$ cat config.mk
export PLATFORM = sky130hd
export DESIGN_NAME = madd_seq_flat
export DESIGN_NICKNAME = d
export VERILOG_FILES = /design/src/rtl/madd_seq_pkg.sv /design/src/rtl/madd_seq_if.sv /design/src/rtl/madd_seq_mul_sgn.sv /design/src/rtl/madd_seq.sv /design/src/flat_wrapper.sv
export SDC_FILE = /design/constraint.sdc
export NUM_CORES = 2
export LEC_CHECK = 0
export BUFFER_PORTS_ARGS = -buffer_cell sky130_fd_sc_hd__buf_2
export CAP_MARGIN = 20
export CORE_MARGIN = 3
export CORE_UTILIZATION = 49
export DETAILED_ROUTE_END_ITERATION = 8
export PLACE_DENSITY = 0.66
export SETUP_SLACK_MARGIN = 0.4
export SYNTH_ARGS = -nofsm -noshare
export SYNTH_HDL_FRONTEND = slang
export SYNTH_HIERARCHICAL = 1
export SYNTH_SLANG_ARGS = --single-unit
$ cat constraint.sdc
create_clock -name clk -period 5 [get_ports clk]
set_clock_uncertainty 0.15 [all_clocks]
set_input_delay 0 -clock clk [delete_from_list [all_inputs] [get_ports clk]]
set_output_delay 0 -clock clk [all_outputs]
set_load 0.01 [all_outputs]
$ cat src/rtl/madd_seq_pkg.sv
// Shared constants, state type and op-decode helpers for the MADD/MSUB sequencer.
// Optional pipelined multiplier: MADD_SEQ_PIPE_MUL_EN (see madd_seq.sv).
package madd_seq_pkg;

  localparam logic [7:0] EXE_MADD_OP  = 8'b1010_0110;
  localparam logic [7:0] EXE_MADDU_OP = 8'b1010_0111;
  localparam logic [7:0] EXE_MSUB_OP  = 8'b1010_1010;
  localparam logic [7:0] EXE_MSUBU_OP = 8'b1010_1011;

  localparam logic        NOSTOP   = 1'b0;
  localparam int unsigned STALL_EX = 3;

  typedef enum logic [1:0] {
    ST_IDLE = 2'd0,
    ST_MUL  = 2'd1,
    ST_ACC  = 2'd2
  } state_e;

  function automatic logic is_madd_op(input logic [7:0] op);
    return (op == EXE_MADD_OP) || (op == EXE_MADDU_OP) ||
           (op == EXE_MSUB_OP) || (op == EXE_MSUBU_OP);
  endfunction

  function automatic logic op_is_signed(input logic [7:0] op);
    return (op == EXE_MADD_OP) || (op == EXE_MSUB_OP);
  endfunction

  function automatic logic op_is_sub(input logic [7:0] op);
    return (op == EXE_MSUB_OP) || (op == EXE_MSUBU_OP);
  endfunction

endpackage

$ cat src/rtl/madd_seq_if.sv
// EX-stage bundle between the pipeline and the MADD/MSUB sequencer.
interface madd_seq_if #(parameter int DW = 32);

  logic [5:0]    stall;
  logic [7:0]    aluop_i;
  logic [DW-1:0] reg1_i;
  logic [DW-1:0] reg2_i;
  logic [DW-1:0] hi_i;
  logic [DW-1:0] lo_i;
  logic          stallreq_o;
  logic          whilo_o;
  logic [DW-1:0] hi_o;
  logic [DW-1:0] lo_o;
  logic          busy_o;

  modport master (
    output stall, aluop_i, reg1_i, reg2_i, hi_i, lo_i,
    input  stallreq_o, whilo_o, hi_o, lo_o, busy_o
  );

  modport slave (
    input  stall, aluop_i, reg1_i, reg2_i, hi_i, lo_i,
    output stallreq_o, whilo_o, hi_o, lo_o, busy_o
  );

endinterface

$ cat src/rtl/madd_seq_mul_sgn.sv
// DW x DW multiplier, signed/unsigned select, 2*DW product.
// MADD_SEQ_PIPE_MUL_EN adds an output register loaded when en is high.
module madd_seq_mul_sgn #(
  parameter int DW = 32
) (
  input  logic            clk,
  input  logic            rst,
  input  logic            en,
  input  logic            sgn,
  input  logic [DW-1:0]   a,
  input  logic [DW-1:0]   b,
  output logic [2*DW-1:0] p
);

  logic [2*DW-1:0] a_ext;
  logic [2*DW-1:0] b_ext;
  logic [2*DW-1:0] prod;

  // Extending to 2*DW first makes one unsigned multiplier exact for both modes.
  always_comb begin
    a_ext = sgn ? {{DW{a[DW-1]}}, a} : {{DW{1'b0}}, a};
    b_ext = sgn ? {{DW{b[DW-1]}}, b} : {{DW{1'b0}}, b};
    prod  = a_ext * b_ext;
  end

`ifdef MADD_SEQ_PIPE_MUL_EN
  logic [2*DW-1:0] p_q;
  logic [2*DW-1:0] p_d;

  always_comb p_d = en ? prod : p_q;

  always_ff @(posedge clk or posedge rst) begin
    if (rst) p_q <= '0;
    else     p_q <= p_d;
  end

  assign p = p_q;
`else
  logic unused_seq;
  assign unused_seq = ^{clk, rst, en};
  assign p = prod;
`endif

endmodule

$ cat src/rtl/madd_seq.sv
// MADD/MADDU/MSUB/MSUBU sequencer: multiply phase then accumulate phase with one HI/LO write.
// MADD_SEQ_PIPE_MUL_EN enables the MUL state and a registered multiplier (3-cycle latency).
module madd_seq
  import madd_seq_pkg::*;
#(
  parameter int DW = 32
) (
  input logic       clk,
  input logic       rst,
  madd_seq_if.slave bus
);

  state_e          state_q, state_d;
  logic [2*DW-1:0] hilo_temp_q, hilo_temp_d;
  logic [2*DW-1:0] mul_p;
  logic [2*DW-1:0] acc_sum;
  logic            mul_en;
  logic            stallreq;
  logic            whilo;
  logic            ex_go;
  logic            issue;
  logic [DW-1:0]   hi_res;
  logic [DW-1:0]   lo_res;
  logic            unused_stall;

  assign ex_go        = (bus.stall[STALL_EX] == NOSTOP);
  assign issue        = !rst && is_madd_op(bus.aluop_i) && ex_go;
  assign acc_sum      = hilo_temp_q + {bus.hi_i, bus.lo_i};
  assign unused_stall = ^{bus.stall[5:4], bus.stall[2:0]};

  madd_seq_mul_sgn #(.DW(DW)) u_mul (
    .clk (clk),
    .rst (rst),
    .en  (mul_en),
    .sgn (op_is_signed(bus.aluop_i)),
    .a   (bus.reg1_i),
    .b   (bus.reg2_i),
    .p   (mul_p)
  );

`ifdef MADD_SEQ_PIPE_MUL_EN
  logic op_sub_q, op_sub_d;

  always_ff @(posedge clk or posedge rst) begin
    if (rst) op_sub_q <= 1'b0;
    else     op_sub_q <= op_sub_d;
  end
`endif

  always_comb begin
    state_d     = state_q;
    hilo_temp_d = hilo_temp_q;
    mul_en      = 1'b0;
    stallreq    = 1'b0;
    whilo       = 1'b0;
    hi_res      = '0;
    lo_res      = '0;
`ifdef MADD_SEQ_PIPE_MUL_EN
    op_sub_d    = op_sub_q;
`endif
    case (state_q)
      ST_IDLE: begin
        if (issue) begin
          stallreq = 1'b1;
          mul_en   = 1'b1;
`ifdef MADD_SEQ_PIPE_MUL_EN
          op_sub_d = op_is_sub(bus.aluop_i);
          state_d  = ST_MUL;
`else
          hilo_temp_d = op_is_sub(bus.aluop_i) ? -mul_p : mul_p;
          state_d     = ST_ACC;
`endif
        end
      end
      ST_MUL: begin
`ifdef MADD_SEQ_PIPE_MUL_EN
        stallreq = 1'b1;
        if (ex_go) begin
          hilo_temp_d = op_sub_q ? -mul_p : mul_p;
          state_d     = ST_ACC;
        end
`else
        state_d = ST_IDLE;
`endif
      end
      ST_ACC: begin
        // HI/LO are read here rather than at issue so MTHI/MTLO forwards land.
        {hi_res, lo_res} = acc_sum;
        whilo            = 1'b1;
        if (ex_go) state_d = ST_IDLE;
      end
      default: state_d = ST_IDLE;
    endcase
  end

  always_ff @(posedge clk or posedge rst) begin
    if (rst) begin
      state_q     <= ST_IDLE;
      hilo_temp_q <= '0;
    end else begin
      state_q     <= state_d;
      hilo_temp_q <= hilo_temp_d;
    end
  end

  assign bus.stallreq_o = stallreq;
  assign bus.whilo_o    = whilo;
  assign bus.hi_o       = hi_res;
  assign bus.lo_o       = lo_res;
  assign bus.busy_o     = (state_q != ST_IDLE);

endmodule

$ cat src/flat_wrapper.sv
// flat-port wrapper written by rule: the top's interface ports become plain ports
module madd_seq_flat import madd_seq_pkg::*;
#(
  parameter int DW = 32
)
  (clk, rst, bus_stall, bus_aluop_i, bus_reg1_i, bus_reg2_i, bus_hi_i, bus_lo_i, bus_stallreq_o, bus_whilo_o, bus_hi_o, bus_lo_o, bus_busy_o);
  madd_seq_if #(.DW(DW)) bus_i ();
  input logic clk;
  input logic rst;
  input wire logic [$bits(bus_i.stall)-1:0] bus_stall;
  input wire logic [$bits(bus_i.aluop_i)-1:0] bus_aluop_i;
  input wire logic [$bits(bus_i.reg1_i)-1:0] bus_reg1_i;
  input wire logic [$bits(bus_i.reg2_i)-1:0] bus_reg2_i;
  input wire logic [$bits(bus_i.hi_i)-1:0] bus_hi_i;
  input wire logic [$bits(bus_i.lo_i)-1:0] bus_lo_i;
  output wire logic [$bits(bus_i.stallreq_o)-1:0] bus_stallreq_o;
  output wire logic [$bits(bus_i.whilo_o)-1:0] bus_whilo_o;
  output wire logic [$bits(bus_i.hi_o)-1:0] bus_hi_o;
  output wire logic [$bits(bus_i.lo_o)-1:0] bus_lo_o;
  output wire logic [$bits(bus_i.busy_o)-1:0] bus_busy_o;
  assign bus_i.stall = bus_stall;
  assign bus_i.aluop_i = bus_aluop_i;
  assign bus_i.reg1_i = bus_reg1_i;
  assign bus_i.reg2_i = bus_reg2_i;
  assign bus_i.hi_i = bus_hi_i;
  assign bus_i.lo_i = bus_lo_i;
  assign bus_stallreq_o = bus_i.stallreq_o;
  assign bus_whilo_o = bus_i.whilo_o;
  assign bus_hi_o = bus_i.hi_o;
  assign bus_lo_o = bus_i.lo_o;
  assign bus_busy_o = bus_i.busy_o;
  madd_seq #(.DW(DW)) u_core (.clk(clk), .rst(rst), .bus(bus_i));
endmodule
==> results summary <==
The flow ran to the end, but the final reports show violations. The checks that failed: setup timing. The via-per-instance ratio is approximately 5.2. The sequential-to-total area share from yosys stat is under 10%.

The maximum level of the CTS H-tree is 3. In this run the worst path has a maximum fanout of 5. The simple logic cell fraction of the synthesized area is between 15 and 20%.

The detailed router finished its first iteration with between 3000 and 4000 violations. After detailed routing, the average wire length per cell comes to around 20 µm. The synthesized-area fraction occupied by adder cells came out at 59.2%. The largest incremental delay on the critical path came out at around 570 ps. Derived from the worst setup path, the maximum achievable clock frequency is between 100 and 150 MHz. Averaged over all synthesized cells, the footprint is approximately 9 µm². The detailed router put a total of ~73000 µm of wire on met1. The slew at the pin closest to its max-slew limit came out at around 960 ps. Wire segments on met2 add up to between 70000 and 80000 µm in the final route.

The smallest clock period supported by the final layout is computed as between 9000 and 10000 ps. The summed area of non-filler cells in the final layout is 67200 µm². The maximum number of pins on one net before global-route repair is ~100.

The total overflow left after global routing is 0. The final critical path takes up 200% of the cycle. The height of the die came out at between 300 and 400 µm.

The number of global-route vias before repair is roughly 47000. The number of nets still failing antenna checks after routing came out at 0. The insertion delay of the later-clocked pin in the worst-skew pair is about 340 ps.

The count of fill cells added during filler insertion came out at 9679. The die width is 344 µm. The minimum setup slack in the final design came out at -4980 ps. ~210 I/O pins were placed. The area share of xor/xnor cells in the synthesized design came out at 3.64%. The detailed-route wire length is 167000 µm. The startpoint-to-endpoint class of the critical path is primary input to register. The die covers roughly 120000 µm².

The setup violation total in the final timing report came out at between 50 and 60. Clock tree synthesis inserted a total of 9 buffers. The area of the mapped netlist came out at 55800 µm². The post-synthesis to final-layout area growth came out at 20.4%. The tool flagged a number of max-cap violations equal to 0.

The kind of path behind the tightest hold check is primary input to async pin. The area of the core came out at between 100000 and 150000 µm². The number of nets in the synthesized netlist is approximately 8000. In this run, synthesis produced a sequential element count of 65. In this run the worst setup path terminates at u_core/hilo_temp_q[59]. The floorplan has about 120 rows.

TritonCTS built the clock tree. The clock passes through at most 2 buffers. The total count of hold-check failures in the final report came out at 0. The required time of the critical path came out at slightly above 5000 ps. The global routing usage summed across all routing layers came out at between 20% and 30%. The pre-antenna-repair detailed-routing pass consisted of 5 iterations.

The remaining routing DRC violations came out at 0. The weighted congestion reported at the end of routability-driven placement came out at 0.968. The clock drives between 60 and 70 sinks. The area occupied by multi-input gates came out at around 50000 µm². For this run, asynchronously set or reset flops after synthesis account for 100%.

The number of antenna violations at the first check in global routing came out at 3. The dominant combinational cell family by area after synthesis is adder cells. Routed signal wires occupy layers up through met5.

The startpoint of the most critical register-to-register path is u_core/state_q[1]. The cell at the slowest stage of the critical path is sky130_fd_sc_hd__fa_2. The length of routed met3 wiring came out at around 15000 µm. The synthesized netlist devotes between 6 and 7% of its cell area to compound gates. Setup repair after global routing could not meet its margin everywhere. The final-stage net count is ~9000. For this configuration, the core starts out at a cell density of a little under 50%. Tracing the worst setup path back leads to its startpoint at bus_aluop_i[4]. Counting flops with a built-in enable in the synthesized netlist gives 0. The number of buffers inserted by port buffering is ~210. The sequential cells in the finished layout cover a total of between 1500 and 2000 µm².

The warning count from the yosys run is 6. The portion of netlist area occupied by mux cells is less than 1%. The layout cell share with drive strength beyond 1 came out at just over 20%. The post-detailed-placement half-perimeter wirelength is approximately 150000 µm.

The wire length of the first global-routing pass came out at around 260000 µm. The capturing element type of the critical path is a register. The number of max-slew violations in the final report is 0.

The number of vias in the routed layout is roughly 44000. Counting every instance in the synthesized netlist gives approximately 6200. The number of different library cells used by synthesis comes to 91. The most used flip-flop cell after synthesis is sky130_fd_sc_hd__dfrtp_1.

The endpoint of the worst register-to-register path is u_core/hilo_temp_q[6]. The slack of the worst reg-to-reg path is between 2000 and 3000 ps. The placed instance area came out at about 65000 µm². The cell sitting at the root of the clock tree is a sky130_fd_sc_hd__clkbuf_16. The cell depth of the worst flop-to-flop path came out at 4. For the worst setup path, the data arrival time is about 10000 ps. The cell occurring most often along the worst timing path is sky130_fd_sc_hd__fa_1. The tightest slew margin relative to the limit came out at between 30% and 40%. STA classifies the critical path startpoint as a primary input. The clock input transition at the sequential cells of the worst setup and hold paths came out at approximately 50 ps.
## critical path: cells and delay by family
| kind | cells | cell delay (ps) |
|---|---|---|
| buffers and inverters | 8 | 630 |
| and+or+nand+nor | 12 | 2540 |
| adders and majority gates | 11 | 5340 |
| AOI/OAI and AO/OA | 7 | 1270 |
| xor gates and xnor gates | 2 | 270 |
## cells in the mapped netlist (4+ instances only)
cell type	n	area (µm²)
sky130_fd_sc_hd__mux2i_1	10	100
sky130_fd_sc_hd__a311oi_1	5	43.8
sky130_fd_sc_hd__and3_1	50	313
sky130_fd_sc_hd__a31o_2	5	43.8
sky130_fd_sc_hd__nor3b_1	9	67.6
sky130_fd_sc_hd__a41oi_1	4	35.0
sky130_fd_sc_hd__nor3_1	35	175
sky130_fd_sc_hd__o31ai_1	17	128
sky130_fd_sc_hd__xnor2_1	147	1290
sky130_fd_sc_hd__a21o_1	73	548
sky130_fd_sc_hd__fa_1	1415	28300
sky130_fd_sc_hd__a211oi_1	23	173
sky130_fd_sc_hd__o2111ai_1	5	43.8
sky130_fd_sc_hd__or2_2	4	25.0
sky130_fd_sc_hd__and4_1	4	35.0
sky130_fd_sc_hd__nand3_1	31	155
sky130_fd_sc_hd__xor2_1	85	744
sky130_fd_sc_hd__nand4_1	35	219
sky130_fd_sc_hd__o211ai_1	13	97.6
sky130_fd_sc_hd__clkbuf_1	279	1050
sky130_fd_sc_hd__nor2b_1	8	50.1
sky130_fd_sc_hd__a21oi_1	162	811
sky130_fd_sc_hd__buf_1	8	30.0
sky130_fd_sc_hd__o21ai_0	122	611
sky130_fd_sc_hd__ha_1	377	4720
sky130_fd_sc_hd__o21ai_1	15	75.1
sky130_fd_sc_hd__and2_1	571	3570
sky130_fd_sc_hd__nor2_1	148	556
sky130_fd_sc_hd__or3_1	14	87.6
sky130_fd_sc_hd__or4_1	8	60.1
sky130_fd_sc_hd__o31ai_2	4	50.1
sky130_fd_sc_hd__a21boi_0	7	52.6
sky130_fd_sc_hd__nand2_1	690	2590
sky130_fd_sc_hd__nor4_1	12	75.1
sky130_fd_sc_hd__dfrtp_1	65	1630
sky130_fd_sc_hd__nand2b_1	21	131
sky130_fd_sc_hd__a31oi_1	29	181
sky130_fd_sc_hd__o21a_1	11	82.6
sky130_fd_sc_hd__o21bai_1	30	225
sky130_fd_sc_hd__inv_1	1566	5880
## flip-flops by register name, summed over array words and instances, names as in the netlist
signal and cells:
u_core/hilo_temp_q 64, u_core/state_q 1
## how the worst min path moves through the flow
stage	start	slack, ps	endpoint
after floorplan	bus_stall[3]	-30	u_core/state_q[1]
after global placement	bus_stall[3]	110	u_core/state_q[1]
after detailed placement	bus_stall[3]	110	u_core/state_q[1]
after CTS	bus_stall[3]	290	u_core/state_q[1]
after global routing	bus_stall[3]	320	u_core/state_q[1]
final	rst	300	u_core/hilo_temp_q[59]
## cells in the final DEF (no fill, tap or decap), types with 34 or more instances in the layout
master	n
sky130_fd_sc_hd__a21o_1	73
sky130_fd_sc_hd__a21oi_1	135
sky130_fd_sc_hd__and2_1	561
sky130_fd_sc_hd__and3_1	46
sky130_fd_sc_hd__buf_12	39
sky130_fd_sc_hd__buf_2	177
sky130_fd_sc_hd__buf_4	767
sky130_fd_sc_hd__buf_6	67
sky130_fd_sc_hd__dfrtp_1	65
sky130_fd_sc_hd__fa_1	1383
sky130_fd_sc_hd__ha_1	323
sky130_fd_sc_hd__ha_4	51
sky130_fd_sc_hd__inv_1	1532
sky130_fd_sc_hd__inv_2	34
sky130_fd_sc_hd__nand2_1	668
sky130_fd_sc_hd__nand4_1	35
sky130_fd_sc_hd__nor2_1	140
sky130_fd_sc_hd__o21ai_0	69
sky130_fd_sc_hd__o21ai_1	58
sky130_fd_sc_hd__xnor2_1	133
sky130_fd_sc_hd__xor2_1	76
## stage by stage
stage | util, % | hold slack [ps] | std cells | worst slack, ps | setup TNS, ps
after global placement | 57.4 | 105 | 8406 | -5600 | -232500
after CTS | 58.5 | 288 | 8458 | -5000 | -201860
final | 59.6 | 297 | 8490 | -4980 | -204540
after detailed placement | 57.4 | 113 | 8406 | -5750 | -237230
after global routing | 59.6 | 319 | 8490 | -5300 | -220990
after floorplan | - | -32.1 | 6194 | -5160 | -186430
## logic make-up (layout without fill, tap and decap cells)
family	count (synthesis)	in the layout
xor gates and xnor gates	232	232
adders and majority gates	1793	1793
DFF	65	65
muxes	12	12
buffers and inverters	1856	2649
and+or+nand+nor	1667	1668
other	0	2
AOI/OAI and AO/OA	569	569
## area by class of cell
class	count	area share, %
Antenna cell	2	0.00744
Tap cell	1500	2.79
Clock buffer	11	0.361
Sequential cell	65	2.42
Timing Repair Buffer	1067	12.6
Clock inverter	5	0.0465
Multi-Input combinational cell	4274	73.1
Inverter	1566	8.74
## what timing repair did
item | 4_1_cts | 5_1_grt
setup buffers | 32 | 26
hold buffers | 2 | 0
hold endpoints to repair | 66 | 0
pin swaps | 51 | 128
setup endpoints to repair | 57 | 57
gates cloned | 2 | 4
gates resized for setup | 158 | 223
## metal layers
layer,vias to the layer above,global-route usage [%]
met5,-,0.940
met4,4,6.61
met3,207,5.72
met2,1580,44.9
met1,22200,41.3
li1,19900,-
Power is left out: the tool's default activity adds up to more than one toggle a clock period on the data nets, which glitch-free logic cannot reach.
